**config.mk**
```make
export PLATFORM = sky130hd
export DESIGN_NAME = idct8_mac_ts
export DESIGN_NICKNAME = d
export VERILOG_FILES = /design/src/rtl/idct8_mac_ts.sv
export SDC_FILE = /design/constraint.sdc
export NUM_CORES = 2
export LEC_CHECK = 0
export CAP_MARGIN = 15
export CORE_MARGIN = 5
export CORE_UTILIZATION = 59
export DETAILED_ROUTE_END_ITERATION = 12
export GPL_TIMING_DRIVEN = 0
export PLACE_DENSITY = 0.89
export SLEW_MARGIN = 20
export SYNTH_ARGS = -nofsm -noshare
export SYNTH_HDL_FRONTEND = slang
export SYNTH_SLANG_ARGS = --single-unit
```
**constraint.sdc**
```tcl
create_clock -name clk -period 17.8 [get_ports clk]
set_input_delay 2.67 -clock clk [delete_from_list [all_inputs] [get_ports clk]]
set_output_delay 2.67 -clock clk [all_outputs]
set_load 0.005 [all_outputs]
```
**src/rtl/idct8_mac_ts.sv**
```systemverilog
// idct8_mac_ts: 8-point IDCT using one time-shared multiplier and accumulator, 64 MAC cycles per vector.
// Define IDCT8_SAT_EN to clamp results to the IN_W range instead of wrapping them.
module idct8_mac_ts #(
    parameter int IN_W    = 32,
    parameter int CONST_W = 14,
    parameter int FRAC    = 8
) (
    input  logic                   clk,
    input  logic                   rst,
    input  logic                   in_valid,
    output logic                   in_ready,
    input  logic signed [IN_W-1:0] in0,
    input  logic signed [IN_W-1:0] in1,
    input  logic signed [IN_W-1:0] in2,
    input  logic signed [IN_W-1:0] in3,
    input  logic signed [IN_W-1:0] in4,
    input  logic signed [IN_W-1:0] in5,
    input  logic signed [IN_W-1:0] in6,
    input  logic signed [IN_W-1:0] in7,
    output logic                   out_valid,
    input  logic                   out_ready,
    output logic signed [IN_W-1:0] out0,
    output logic signed [IN_W-1:0] out1,
    output logic signed [IN_W-1:0] out2,
    output logic signed [IN_W-1:0] out3,
    output logic signed [IN_W-1:0] out4,
    output logic signed [IN_W-1:0] out5,
    output logic signed [IN_W-1:0] out6,
    output logic signed [IN_W-1:0] out7
);
    localparam int ACC_W = IN_W + CONST_W + 3;
    localparam logic signed [ACC_W-1:0] HALF = ACC_W'(1 << (CONST_W - 2));
    // Row n, column k: C[n][k] scaled by 2^13
    localparam int C_TAB [64] = '{
        2896,  4017,  3784,  3406,  2896,  2276,  1567,   799,
        2896,  3406,  1567,  -799, -2896, -4017, -3784, -2276,
        2896,  2276, -1567, -4017, -2896,   799,  3784,  3406,
        2896,   799, -3784, -2276,  2896,  3406, -1567, -4017,
        2896,  -799, -3784,  2276,  2896, -3406, -1567,  4017,
        2896, -2276, -1567,  4017, -2896,  -799,  3784, -3406,
        2896, -3406,  1567,   799, -2896,  4017, -3784,  2276,
        2896, -4017,  3784, -3406,  2896, -2276,  1567,  -799
    };

    if (FRAC < 0 || FRAC >= IN_W) begin : g_frac_chk
        $error("FRAC must lie in [0, IN_W)");
    end

    typedef enum logic [1:0] {IDLE, COMPUTE, HOLD} state_t;
    state_t state, state_nx;

    logic [5:0]                     cnt;
    logic signed [IN_W-1:0]         x_reg [8];
    logic signed [IN_W-1:0]         y_reg [8];
    logic signed [CONST_W-1:0]      coef;
    logic signed [IN_W+CONST_W-1:0] prod;
    logic signed [ACC_W-1:0]        acc, acc_sum;
    logic signed [IN_W-1:0]         res;

    assign coef    = CONST_W'(C_TAB[cnt]);
    assign prod    = x_reg[cnt[2:0]] * coef;
    assign acc_sum = acc + ACC_W'(prod);

`ifdef IDCT8_SAT_EN
    logic signed [ACC_W-1:0] rnd;
    assign rnd = (acc_sum + HALF) >>> (CONST_W - 1);
    assign res = (&rnd[ACC_W-1:IN_W-1] || ~|rnd[ACC_W-1:IN_W-1]) ? rnd[IN_W-1:0]
               : {rnd[ACC_W-1], {(IN_W-1){~rnd[ACC_W-1]}}};
`else
    assign res = IN_W'((acc_sum + HALF) >>> (CONST_W - 1));
`endif

    always_ff @(posedge clk) begin
        if (rst) state <= IDLE;
        else     state <= state_nx;
    end

    always_comb begin
        state_nx = state;
        case (state)
            IDLE:    state_nx = in_valid ? COMPUTE : IDLE;
            COMPUTE: state_nx = (cnt == 6'd63) ? HOLD : COMPUTE;
            HOLD:    state_nx = out_ready ? IDLE : HOLD;
            default: state_nx = IDLE;
        endcase
    end

    always_comb begin
        in_ready  = (state == IDLE) && !rst;
        out_valid = (state == HOLD) && !rst;
    end

    always_ff @(posedge clk) begin
        if (rst) begin
            cnt <= '0;
            acc <= '0;
            for (int i = 0; i < 8; i++) y_reg[i] <= '0;
        end else begin
            if (in_valid && in_ready) begin
                x_reg <= '{in0, in1, in2, in3, in4, in5, in6, in7};
                cnt   <= '0;
                acc   <= '0;
            end
            if (state == COMPUTE) begin
                cnt <= cnt + 6'd1;
                acc <= (&cnt[2:0]) ? '0 : acc_sum;
                if (&cnt[2:0]) y_reg[cnt[5:3]] <= res;
            end
        end
    end

    assign out0 = y_reg[0];
    assign out1 = y_reg[1];
    assign out2 = y_reg[2];
    assign out3 = y_reg[3];
    assign out4 = y_reg[4];
    assign out5 = y_reg[5];
    assign out6 = y_reg[6];
    assign out7 = y_reg[7];
endmodule

```
==> key figures <==
Timing
  • Final cycle utilization of the critical path: 72.37%
  • Max Clock Freq: 77.62 MHz
  • Worst slew pin tran: 1244 ps
  • Final hold vios: 0
  • RSZ-0062 raised after global routing: false
  • Slew Limit Fails: 0
  • Final setup fails: 0
  • Clock Skew: 24.56 ps
  • Max-slew headroom: 16.45%
  • Minimum clock period: 12880 ps
  • Setup tns final: 0 ps

Job
  • Max Cap Viol: 0

Floorplanning
  • Chip Height: 269.5 um
  • Row cnt: 95
  • I/O Pins: 518
  • Starting Density: 59.36%
  • Chip width: 269.5 um
  • Die Area: 72620 um2
  • Core Area: 66920 um2

Finish
  • Fillers: 4385
  • Share of cells above drive strength 1: 5.326%
  • Flip-flop and latch area: 16440 um2
  • Multi-input logic area: 20600 um2
  • Fin nets: 4992
  • Synthesis-to-finish area growth: 21.35%

Synthesis
  • Most frequent cell after synthesis: nor2_1
  • Synth cell types: 92
  • EDFF count, synth: 512
  • Commonest cells in the netlist: nor2_1, inv_1, edfxtp_1
  • Yosys top cell area share: 38.70%
  • Mapped Nets: 4405
  • Synthesized area: 39720 um2
  • Most used DFF post-synth: edfxtp_1
  • Synth Area per Inst: 11.17 um2
  • Ys Warns: 0
  • Sequential fraction of the synthesis area: 41.38%
  • Synth top area cells: edfxtp_1, fa_1, nor2_1, inv_1, ha_1
  • Cell accounting for the most synthesized area: edfxtp_1
  • Post-synthesis async set-or-reset flop share: 0%
  • Mapped Cells: 3557
  • Register bit total from synthesis: 565

Clock network
  • Hold_buf cts: 0
  • Clk_lat worst skew: 640 ps
  • Sink Count: 565
  • CTS buffer count: 56
  • H-Tree Depth: 2
  • CTS resizes: 0
  • Post-CTS setup buffer count: 0
  • Clock buffer depth: 3
  • TritonCTS clock tree: yes
  • Cell chosen for the clock root: clkbuf_16
  • Clock slew seen by the registers of the worst setup and hold paths: 70 ps

Global route
  • GR Overflow Total: 0
  • Vias in the first global route: 32.19k
  • Largest net degree at the start of global routing: 120
  • First-pass GRT wire length: 199700 um
  • Antenna violations before repair: 2
  • Gr usage total: 36.21%

Place
  • Port bufs: 516
  • GP Congestion: 1.052
  • Hpwl dp: 102300 um

Route
  • WL/cell: 26.12 um
  • Vias/cell: 6.060
  • Detailed Routing Iterations Pass 1: 6
  • WL final: 132200 um
  • Remaining DRCs: 0
  • Vias: 30.67k
  • Initial DRC count: 3626
  • Antenna Nets Post-Route: 0

Critical path
  • Reg2Reg Capture Point: y_reg[0][15]
  • CP max-delay cell: xnor2_1
  • Worst Path Required: 18140 ps
  • Crit path kind: flop to flop
  • RR Startpoint: cnt[1]
  • CP endpoint kind: flop
  • Worst R2R Path Depth: 33
  • CP max stage delay: 930 ps
  • Crit-path max FO: 15
  • WP data arrival: 13220 ps
  • R2R Setup Slk: 4920 ps
  • Crit path top cell by count: fa_1
  • Crit start category: flop

Min path
  • Hold WC Path Type: flop to flop
  • Hold wc startpoint: acc[3]
  • Hold Path End: acc[3]
  • Hold depth: 2

Run status
  • Status: finished clean
==> layout make-up <==
class / instances / share of cell area, %
multi-input cells: 2270 / 42.74
flip-flops and latches: 565 / 34.10
repair buffers: 529 / 11.29
inverters: 545 / 4.260
clock buffers: 75 / 3.203
well taps: 873 / 2.266
plain buffers: 177 / 1.412
clock inverters: 26 / 0.7294
diodes: 1 / 0.005191
==> placed cells by master (no fill, tap or decap), types with 20 or more instances in the layout <==
master	count
dfxtp_1	53
a22oi_1	42
nor3_1	25
nor2_1	581
a21oi_1	107
clkdlybuf4s50_1	516
ha_1	132
o211ai_1	20
and2_1	39
o21ai_0	50
nand4_1	25
nand2b_1	45
nand3_1	39
edfxtp_1	512
clkbuf_16	57
nand2_1	342
inv_1	541
mux4_2	64
xnor2_1	49
clkbuf_1	164
fa_1	456
xor2_1	26
==> stage by stage <==
step	utilization (%)	setup slack, ps	hold WS [ps]	std cells	instance area [um2]
3_5_place_dp	69.17	5232	500.6	4958	46290
5_1_grt	72.03	4487	545.7	5061	48200
2_1_floorplan	-	8301	453.8	3557	39720
4_1_cts	72.00	5159	516.4	5059	48180
3_3_place_gp	68.71	4439	470.5	4946	45980
6_report	72.03	4917	509.6	5061	48200
==> how the worst max path moves through the flow <==
stage / start / endpoint / slack, ps / cells after the start
floorplan: rst / acc[44] / 8300 / 9
global placement: rst / acc[44] / 4440 / 9
detailed placement: cnt[1] / y_reg[1][15] / 5230 / 33
CTS: cnt[1] / y_reg[0][15] / 5160 / 33
global route: cnt[1] / y_reg[0][15] / 4490 / 33
finish: cnt[1] / y_reg[0][15] / 4920 / 33
==> layer usage <==
metal | part of all wire, % | wire length, um | global-route usage [%]
met3 | 12 | 15770 | 10.12
met4 | 7.4 | 9782 | 19.73
met5 | 0.015 | 20 | 0
met2 | 46 | 61400 | 58.70
met1 | 34 | 45230 | 44.48
==> critical path: cells and delay by family, from the launching register on <==
| family | cells | cell delay [ps] |
|---|---|---|
| AOI/OAI and AO/OA | 7 | 1900 |
| xor gates and xnor gates | 2 | 1230 |
| adders and majority gates | 8 | 3960 |
| buffers and inverters | 10 | 3550 |
| DFF | 1 | 490 |
| and+or+nand+nor | 6 | 1440 |
==> kinds of logic after synthesis <==
| family | synth area share (%) |
|---|---|
| muxes | 3.808 |
| DFF | 41.38 |
| adders and majority gates | 27.14 |
| AOI/OAI and AO/OA | 5.859 |
| and+or+nand+nor | 13.03 |
| buffers and inverters | 6.860 |
| xor gates and xnor gates | 1.928 |
Power is not shown: default switching activity piles up to over one toggle a cycle in this logic, so the estimate is an artifact.
